## src/rtl/reg_op_sequencer.sv

```systemverilog
`default_nettype none
// ============================================================================
// Module      : reg_op_sequencer
// Description : Issues CLR/LOAD/INC/DEC/SHR/SHL/ROR/ROL control strobes to an
//               external register. Rotate support needs REG_SEQ_ROTATE_EN.
// Revision    : 1.0 - initial release
// ============================================================================
module reg_op_sequencer #(
    parameter int DATA_WIDTH = 16,
    parameter int CNT_WIDTH  = 4
) (
    input  logic                  clk,
    input  logic                  rst_n,
    input  logic                  cmd_valid,
    output logic                  cmd_ready,
    input  logic [2:0]            cmd_op,
    input  logic [CNT_WIDTH-1:0]  cmd_cnt,
    input  logic                  cmd_fill,
    input  logic [DATA_WIDTH-1:0] cmd_data,
    input  logic                  reg_msb,
    input  logic                  reg_lsb,
    output logic                  cl,
    output logic                  ld,
    output logic                  inc,
    output logic                  dec,
    output logic                  sr,
    output logic                  sl,
    output logic                  ir,
    output logic                  il,
    output logic [DATA_WIDTH-1:0] data_out,
    output logic                  busy,
    output logic                  done,
    output logic                  err
);

    localparam logic [2:0] c_OP_CLR  = 3'b000;
    localparam logic [2:0] c_OP_LOAD = 3'b001;
    localparam logic [2:0] c_OP_INC  = 3'b010;
    localparam logic [2:0] c_OP_DEC  = 3'b011;
    localparam logic [2:0] c_OP_SHR  = 3'b100;
    localparam logic [2:0] c_OP_SHL  = 3'b101;
    localparam logic [2:0] c_OP_ROR  = 3'b110;
    localparam logic [2:0] c_OP_ROL  = 3'b111;

    localparam logic [CNT_WIDTH-1:0] c_CNT_ZERO = '0;
    localparam logic [CNT_WIDTH-1:0] c_CNT_ONE  = CNT_WIDTH'(1);

`ifdef REG_SEQ_ROTATE_EN
    localparam logic c_ROT_EN = 1'b1;
`else
    localparam logic c_ROT_EN = 1'b0;
`endif

    typedef enum logic [1:0] {
        S_IDLE = 2'd0,
        S_RUN  = 2'd1,
        S_FIN  = 2'd2
    } state_t;

    state_t                r_state;
    logic [CNT_WIDTH-1:0]  r_cnt;
    logic [DATA_WIDTH-1:0] r_data;
    logic                  r_fill;
    logic                  r_cl;
    logic                  r_ld;
    logic                  r_inc;
    logic                  r_dec;
    logic                  r_sr;
    logic                  r_sl;
    logic                  r_done;
    logic                  r_err;
`ifdef REG_SEQ_ROTATE_EN
    logic                  r_rot;
`endif

    logic                  w_unit_op;
    logic                  w_rot_op;
    logic                  w_reject;
    logic                  w_skip;
    logic [CNT_WIDTH-1:0]  w_len;
    logic                  w_cl;
    logic                  w_ld;
    logic                  w_inc;
    logic                  w_dec;
    logic                  w_sr;
    logic                  w_sl;

    // Opcode decode for the command currently offered on the input.
    always_comb begin
        w_unit_op = (cmd_op == c_OP_CLR) || (cmd_op == c_OP_LOAD);
        w_rot_op  = (cmd_op == c_OP_ROR) || (cmd_op == c_OP_ROL);
        w_reject  = w_rot_op && !c_ROT_EN;
        w_len     = w_unit_op ? c_CNT_ONE : cmd_cnt;
        w_skip    = w_reject || (w_len == c_CNT_ZERO);
        w_cl      = (cmd_op == c_OP_CLR);
        w_ld      = (cmd_op == c_OP_LOAD);
        w_inc     = (cmd_op == c_OP_INC);
        w_dec     = (cmd_op == c_OP_DEC);
        w_sr      = (cmd_op == c_OP_SHR) || ((cmd_op == c_OP_ROR) && c_ROT_EN);
        w_sl      = (cmd_op == c_OP_SHL) || ((cmd_op == c_OP_ROL) && c_ROT_EN);
    end

    always_ff @(posedge clk or negedge rst_n) begin
        if (!rst_n) begin
            r_state <= S_IDLE;
            r_cnt   <= '0;
            r_data  <= '0;
            r_fill  <= 1'b0;
            r_cl    <= 1'b0;
            r_ld    <= 1'b0;
            r_inc   <= 1'b0;
            r_dec   <= 1'b0;
            r_sr    <= 1'b0;
            r_sl    <= 1'b0;
            r_done  <= 1'b0;
            r_err   <= 1'b0;
`ifdef REG_SEQ_ROTATE_EN
            r_rot   <= 1'b0;
`endif
        end else begin
            case (r_state)
                S_IDLE: begin
                    r_done <= 1'b0;
                    r_err  <= 1'b0;
                    if (cmd_valid) begin
                        r_data <= cmd_data;
                        r_fill <= cmd_fill;
`ifdef REG_SEQ_ROTATE_EN
                        r_rot  <= w_rot_op;
`endif
                        if (w_skip) begin
                            // Zero-length or rejected commands finish without any strobe.
                            r_state <= S_FIN;
                            r_done  <= 1'b1;
                            r_err   <= w_reject;
                        end else begin
                            r_state <= S_RUN;
                            r_cnt   <= w_len;
                            r_cl    <= w_cl;
                            r_ld    <= w_ld;
                            r_inc   <= w_inc;
                            r_dec   <= w_dec;
                            r_sr    <= w_sr;
                            r_sl    <= w_sl;
                        end
                    end
                end
                S_RUN: begin
                    r_cnt <= r_cnt - c_CNT_ONE;
                    if (r_cnt == c_CNT_ONE) begin
                        r_state <= S_FIN;
                        r_done  <= 1'b1;
                        r_cl    <= 1'b0;
                        r_ld    <= 1'b0;
                        r_inc   <= 1'b0;
                        r_dec   <= 1'b0;
                        r_sr    <= 1'b0;
                        r_sl    <= 1'b0;
                    end
                end
                S_FIN: begin
                    r_state <= S_IDLE;
                    r_done  <= 1'b0;
                    r_err   <= 1'b0;
                end
                default: begin
                    r_state <= S_IDLE;
                end
            endcase
        end
    end

    // Serial inputs are only meaningful while a shift/rotate strobe is active.
`ifdef REG_SEQ_ROTATE_EN
    assign ir = r_sr & (r_rot ? reg_lsb : r_fill);
    assign il = r_sl & (r_rot ? reg_msb : r_fill);
`else
    logic w_unused;
    assign w_unused = reg_msb ^ reg_lsb;
    assign ir = r_sr & r_fill;
    assign il = r_sl & r_fill;
`endif

    assign cmd_ready = (r_state == S_IDLE);
    assign busy      = (r_state != S_IDLE);
    assign done      = r_done;
    assign err       = r_err;
    assign data_out  = r_data;
    assign cl        = r_cl;
    assign ld        = r_ld;
    assign inc       = r_inc;
    assign dec       = r_dec;
    assign sr        = r_sr;
    assign sl        = r_sl;

endmodule
`default_nettype wire

```

## config.mk

```make
export PLATFORM = sky130hd
export DESIGN_NAME = reg_op_sequencer
export DESIGN_NICKNAME = d
export VERILOG_FILES = /design/src/rtl/reg_op_sequencer.sv
export SDC_FILE = /design/constraint.sdc
export NUM_CORES = 1
export LEC_CHECK = 0
export BUFFER_PORTS_ARGS = -buffer_cell sky130_fd_sc_hd__buf_2
export CAP_MARGIN = 20
export CELL_PAD_IN_SITES_DETAIL_PLACEMENT = 0
export CELL_PAD_IN_SITES_GLOBAL_PLACEMENT = 1
export CORE_ASPECT_RATIO = 0.8
export CORE_UTILIZATION = 41
export DETAILED_ROUTE_END_ITERATION = 16
export PLACE_DENSITY = 0.85
export RECOVER_POWER = 100
export SYNTH_ARGS = -nofsm -noshare
export SYNTH_HDL_FRONTEND = slang
export SYNTH_SLANG_ARGS = --single-unit
```

## constraint.sdc

```tcl
create_clock -name clk -period 4.1 [get_ports clk]
set_input_delay 0.41 -clock clk [delete_from_list [all_inputs] [get_ports clk]]
set_output_delay 0.41 -clock clk [all_outputs]
set_load 0.05 [all_outputs]
```

Word level (Yosys, flattened, before mapping)

Cells that the tools add are included.

Register bits after elaboration: 31
Input port bits: 29
Output and inout bits: 28
Logic and storage cells: 77

Add/subtract/negate cells: 1
Equality and inequality tests: 13
Multiplexer cells: 34
Bitwise gates (word level): 2
Reduce and logical (&&, ||, !) cells: 15

Operators with widths:

| kind                | count |
|---|---|
| $mux 1              | 18 |
| $pmux 1 s2          | 7 |
| $eq 3x3->1 const B  | 4 |
| $mux 4              | 3 |
| $pmux 4 s2          | 1 |
| $eq 3x2->1 const B  | 2 |
| $mux 2              | 3 |
| $ne 2x2->1 const B  | 3 |
| $reduce_and 2->1    | 3 |
| $reduce_bool 2->1   | 3 |
| $eq 4x1->1 const B  | 1 |
| $logic_not 4->1     | 1 |
| $pmux 2 s2          | 1 |
| $reduce_and 4->1    | 1 |
| $sub 4x1->4 const B | 1 |
| $eq 3x1->1 const B  | 1 |
| $logic_not 3->1     | 1 |
| $logic_or 1x1->1    | 3 |
| $pmux 1 s3          | 1 |
| $reduce_and 3->1    | 1 |
| $reduce_bool 3->1   | 1 |
| $and 1x1->1         | 2 |
| $eq 2x1->1 const B  | 1 |
| $eq 2x2->1 const B  | 1 |
| $logic_not 2->1     | 1 |

Depth between registers and ports, before layout

Word-level depth: 8
Mapped depth: 6
Depth with buffers taken out: 6

Worst setup path after synthesis

Ideal clock, no wire load.

Path type: reg2reg
From: reg r_state[0]
To: reg r_cl, in the netlist cl
Library setup time: 125 ps
Arrival time: 2045 ps
Data required time: 3975 ps
Path slack: 1930 ps
Cell stages (with the launch flop): 7
Buffers on the path: 0
Clock period less this slack: 2170 ps
Cells stage by stage: dfrtp_1 > inv_1 > ha_1 > nand2_4 > a211oi_4 > o21ai_4 > mux2_4

Longest elaborated chain between the ends: 3
Elaborated cells on any way between the ends: 8
Classes of those cells: eq/ne: 4; mux: 1; reduce/logical: 3

Ends and longest elaborated chain:

| what                                                                    | line | RTL |
|---|---|---|
| start: declaration                                                      | 60   | `state_t r_state;` |
| start signal: assignment                                                | 105  | `r_state <= S_IDLE;` |
| start signal: assignment                                                | 133  | `r_state <= S_FIN;` |
| start signal: assignment                                                | 137  | `r_state <= S_RUN;` |
| $logic_not 2->1 *                                                       | n/a  |  |
| net cmd_ready                                                           | 15   | `output logic cmd_ready,` |
| $ne 2x2->1 (no source line) / $reduce_bool 2->1 (equally long branches) | n/a  |  |
| $reduce_and 4->1 (no source line)                                       | n/a  |  |
| end signal: assignment                                                  | 139  | `r_cl <= w_cl;` |
| end: declaration                                                        | 64   | `logic r_cl;` |

Mark *: on every way through the listed nets, which the timed path passes. The rest lies on a longest branch.
A chain may end at the register's enable or synchronous reset.

Worst setup path in the final report

From: reg r_state[0]
To: reg r_sl, in the netlist sl

Longest elaborated chain between the ends: 3
Elaborated cells on any way between the ends: 8
Classes of those cells: eq/ne: 4; mux: 1; reduce/logical: 3

Ends and longest elaborated chain:

| what                                                                    | line | RTL |
|---|---|---|
| $eq 2x1->1 / $logic_not 2->1 (equally long branches)                    | 121  | `case (r_state)` |
| $ne 2x2->1 (no source line) / $reduce_bool 2->1 (equally long branches) | n/a  |  |
| $reduce_and 4->1 (no source line)                                       | n/a  |  |
| end signal: assignment                                                  | 144  | `r_sl <= w_sl;` |
| end: declaration                                                        | 69   | `logic r_sl;` |

Parallel ways exist; a longest one is shown, timed or not.

==> flow_summary.yaml <==
status:
  status: "complete, but fails checks"
  violations: "capacitance limit, slew limit"
grt:
  antenna_found_initial: 0
  grtUsageTotal_pct: 17.17
  grt_pass1_vias: 1180
  grt_max_degree: 32
  grt_pass1_wl_microns: 5437
  grt.overflow.total: 0
sta:
  fmax_mhz: 368.0
  finalCritPeriodShare_pct: 66.28
  final.setup.tns_ps: 0
  holdWs_ps: 360.3
  max_slew_margin_pct: -8.756
  clock_skew_ps: 5.987
  drv_slew: 32
  rsz0062_at_grt: "false"
  worst_pin_slew_ps: 1631
  period_minus_slack_ps: 2718
  finalSetupViolCount: 0
  setup_ws_ps: 1382
  hold_viol_final: 0
yosys:
  async_reset_ff_share_pct: 100.0
  synth-seq-cells: 31
  syn-cell-area_sq_mm: 0.001585
  yosysSeqAreaShare_pct: 48.93
  dominantRegCellSynth: "dfrtp_1"
  ys_types: 36
  synth_nets: 159
  synth-edff-count: 0
  synth_cells: 125
  yosysWarnings: 0
  syn_area_per_cell_sq_um: 12.68
setup_path:
  critPathMaxStageDelay_ps: 620
  required_ps: 4260
  critPathArrivalTime_ps: 2870
  crit_chain: "inv_1, ha_1, nand2_1, o32ai_4, o21ai_4, mux2_1"
  crit_fanout: 21
  cp-end-kind: "flop"
  crit_type: "reg2reg"
  cp_slowest_cell: "nand2_1"
  critPathLaunchType: "flop"
  r2r_cells: 6
detailed_routing:
  num_vias: 1192
  dr.pass1.iters: 4
  routed_via_density: 5.321
  drt-total-wl_microns: 3223
  drtIter0Drc: 67
  drc: 0
  wl_per_cell_microns: 14.39
  ant_nets: 0
power:
  netSwitchingFraction_pct: 50.72
  clockPowerShare_pct: 16.3
  pwr-share-seq_pct: 29.0
  leakage_uw: 0.0008729
  ir_drop_uv: 526.8
  pwr-share-comb_pct: 54.7
  p_int_uw: 924.9
  p_switching_uw: 951.8
  total_power_uw: 1877
  p_per_area_mw_per_mm2: 973.3
floorplanning:
  core_area_sq_mm: 0.003566
  start_util_pct: 44.46
  die_w_microns: 71.52
  ioPinCount: 57
  rows: 19
  die_y_microns: 57.62
  die_area_sq_mm: 0.004121
layout:
  final_common_cell: "dfrtp_1"
  drive_above_1_share_pct: 30.22
  synthToLayoutAreaGrowth_pct: 21.63
  fillers: 347
  multiInputGateArea_sq_um: 718.2
  fin_nets: 215
  regArea_sq_um: 775.7
  design_area_sq_mm: 0.001928
  diodes: 0
  most-common-layout-cells: "31 x dfrtp_1, 29 x clkbuf_1, 25 x buf_2"
clock_network:
  insertion_delay_ps: 280
  cts_buffer_depth: 2
  clockRootBuffer: "clkbuf_8"
  clkTransAtPathRegs_ps: 70
  cts_resized: 0
  cts_tree: "built"
  cts_sinks: 31
  cts_hold_buf: 0
  postCtsSetupBuffers: 0
  cts_buffers: 5
  htreeDepth: 2
placed_design:
  io_buffer_count: 54
  place_congestion: 0.7868
  dpl.hpwl_microns: 2404
  place_ws_ps: 1914
  dpl_cell_area_sq_mm: 0.001887
min_path:
  whs_path_depth: 2
  hp-class: "in2reg"
job:
  maxCapViolCount: 1
[worst max-delay path, delay by kind of cell (launching register included)]
family / cells / cell delay [ps]
buf+inv: 1 / 100
simple gates: 1 / 620
compound gates: 2 / 730
fa+ha+maj: 1 / 370
flops: 1 / 380
mux: 1 / 380
[Yosys cell counts (2+ instances only)]
cell type | n | area [sq um]
nand2_1 | 5 | 18.77
inv_1 | 8 | 30.03
o21a_1 | 2 | 15.01
o21ai_0 | 5 | 25.02
dfrtp_1 | 31 | 775.7
and2_1 | 2 | 12.51
ha_1 | 5 | 62.56
nor4bb_1 | 2 | 20.02
a211o_1 | 2 | 17.52
nor4b_1 | 3 | 26.28
o41ai_1 | 2 | 17.52
nor2_1 | 4 | 15.01
clkbuf_1 | 3 | 11.26
a21oi_1 | 4 | 20.02
nand3b_1 | 2 | 15.01
buf_2 | 2 | 10.01
or3_1 | 2 | 12.51
nand3_1 | 2 | 10.01
mux2_4 | 6 | 90.09
mux2_2 | 17 | 191.4
[path summary, 6_finish.rpt]
check | start | slack [ps] | end
max reg2reg | r_state[0]$_DFFE_PN0P_ | 1380 | sl$_DFFE_PN0P_
min in group asynchronous | rst_n | 550 | data_out[4]$_DFFE_PN0P_
max in group asynchronous | rst_n | 2610 | data_out[3]$_DFFE_PN0P_
min | cmd_data[15] | 360 | data_out[15]$_DFFE_PN0P_
max | r_state[0]$_DFFE_PN0P_ | 1380 | sl$_DFFE_PN0P_
min reg2reg | cl$_DFFE_PN0P_ | 500 | cl$_DFFE_PN0P_
[cells by family after synthesis]
family | count (synthesis) | synth area share, %
DFF | 31 | 48.93
adders and majority gates | 6 | 4.578
and+or+nand+nor | 27 | 10.81
buffers and inverters | 13 | 3.236
muxes | 24 | 18.39
AOI/OAI and AO/OA | 24 | 14.05
[metal layers]
layer | vias up | part of all wire [%] | GRT usage [%]
met4 | 0 | 0.71 | 4.762
li1 | 568 | - | -
met5 | - | 0 | 0
met1 | 586 | 45 | 22.03
met2 | 34 | 50 | 28.98
met3 | 4 | 4.2 | 4.696
[power by group through the flow]
stage / logic [uW] / registers, uW / clock network (uW)
6_report: 1030 / 545 / 305
5_1_grt: 1090 / 568 / 326
4_1_cts: 1110 / 547 / 313
3_5_place_dp: 1110 / 552 / 0
3_3_place_gp: 1090 / 537 / 0
2_1_floorplan: 463 / 956 / 0
[through the flow]
step / utilization, % / std cells
2_1_floorplan: - / 125
3_3_place_gp: 52.91 / 216
3_5_place_dp: 52.91 / 216
4_1_cts: 56.21 / 224
5_1_grt: 54.07 / 224
6_report: 54.07 / 224
[final cells by class]
cell class / instances / share of cell area [%]
tap: 42 / 2.726
sequential: 31 / 40.23
multi-input combinational: 81 / 37.25
clock buffer: 6 / 4.283
inverter: 8 / 1.557
clock inverter: 2 / 1.817
timing repair buffer: 54 / 12.13
[sequential cells by signal, summed over array words and instances, names as in the netlist]
register,count
sr,1
r_state,2
data_out,16
r_fill,1
inc,1
dec,1
sl,1
err,1
cl,1
ld,1
r_cnt,4
done,1
Note: power is estimated with default switching activity, not from simulation.
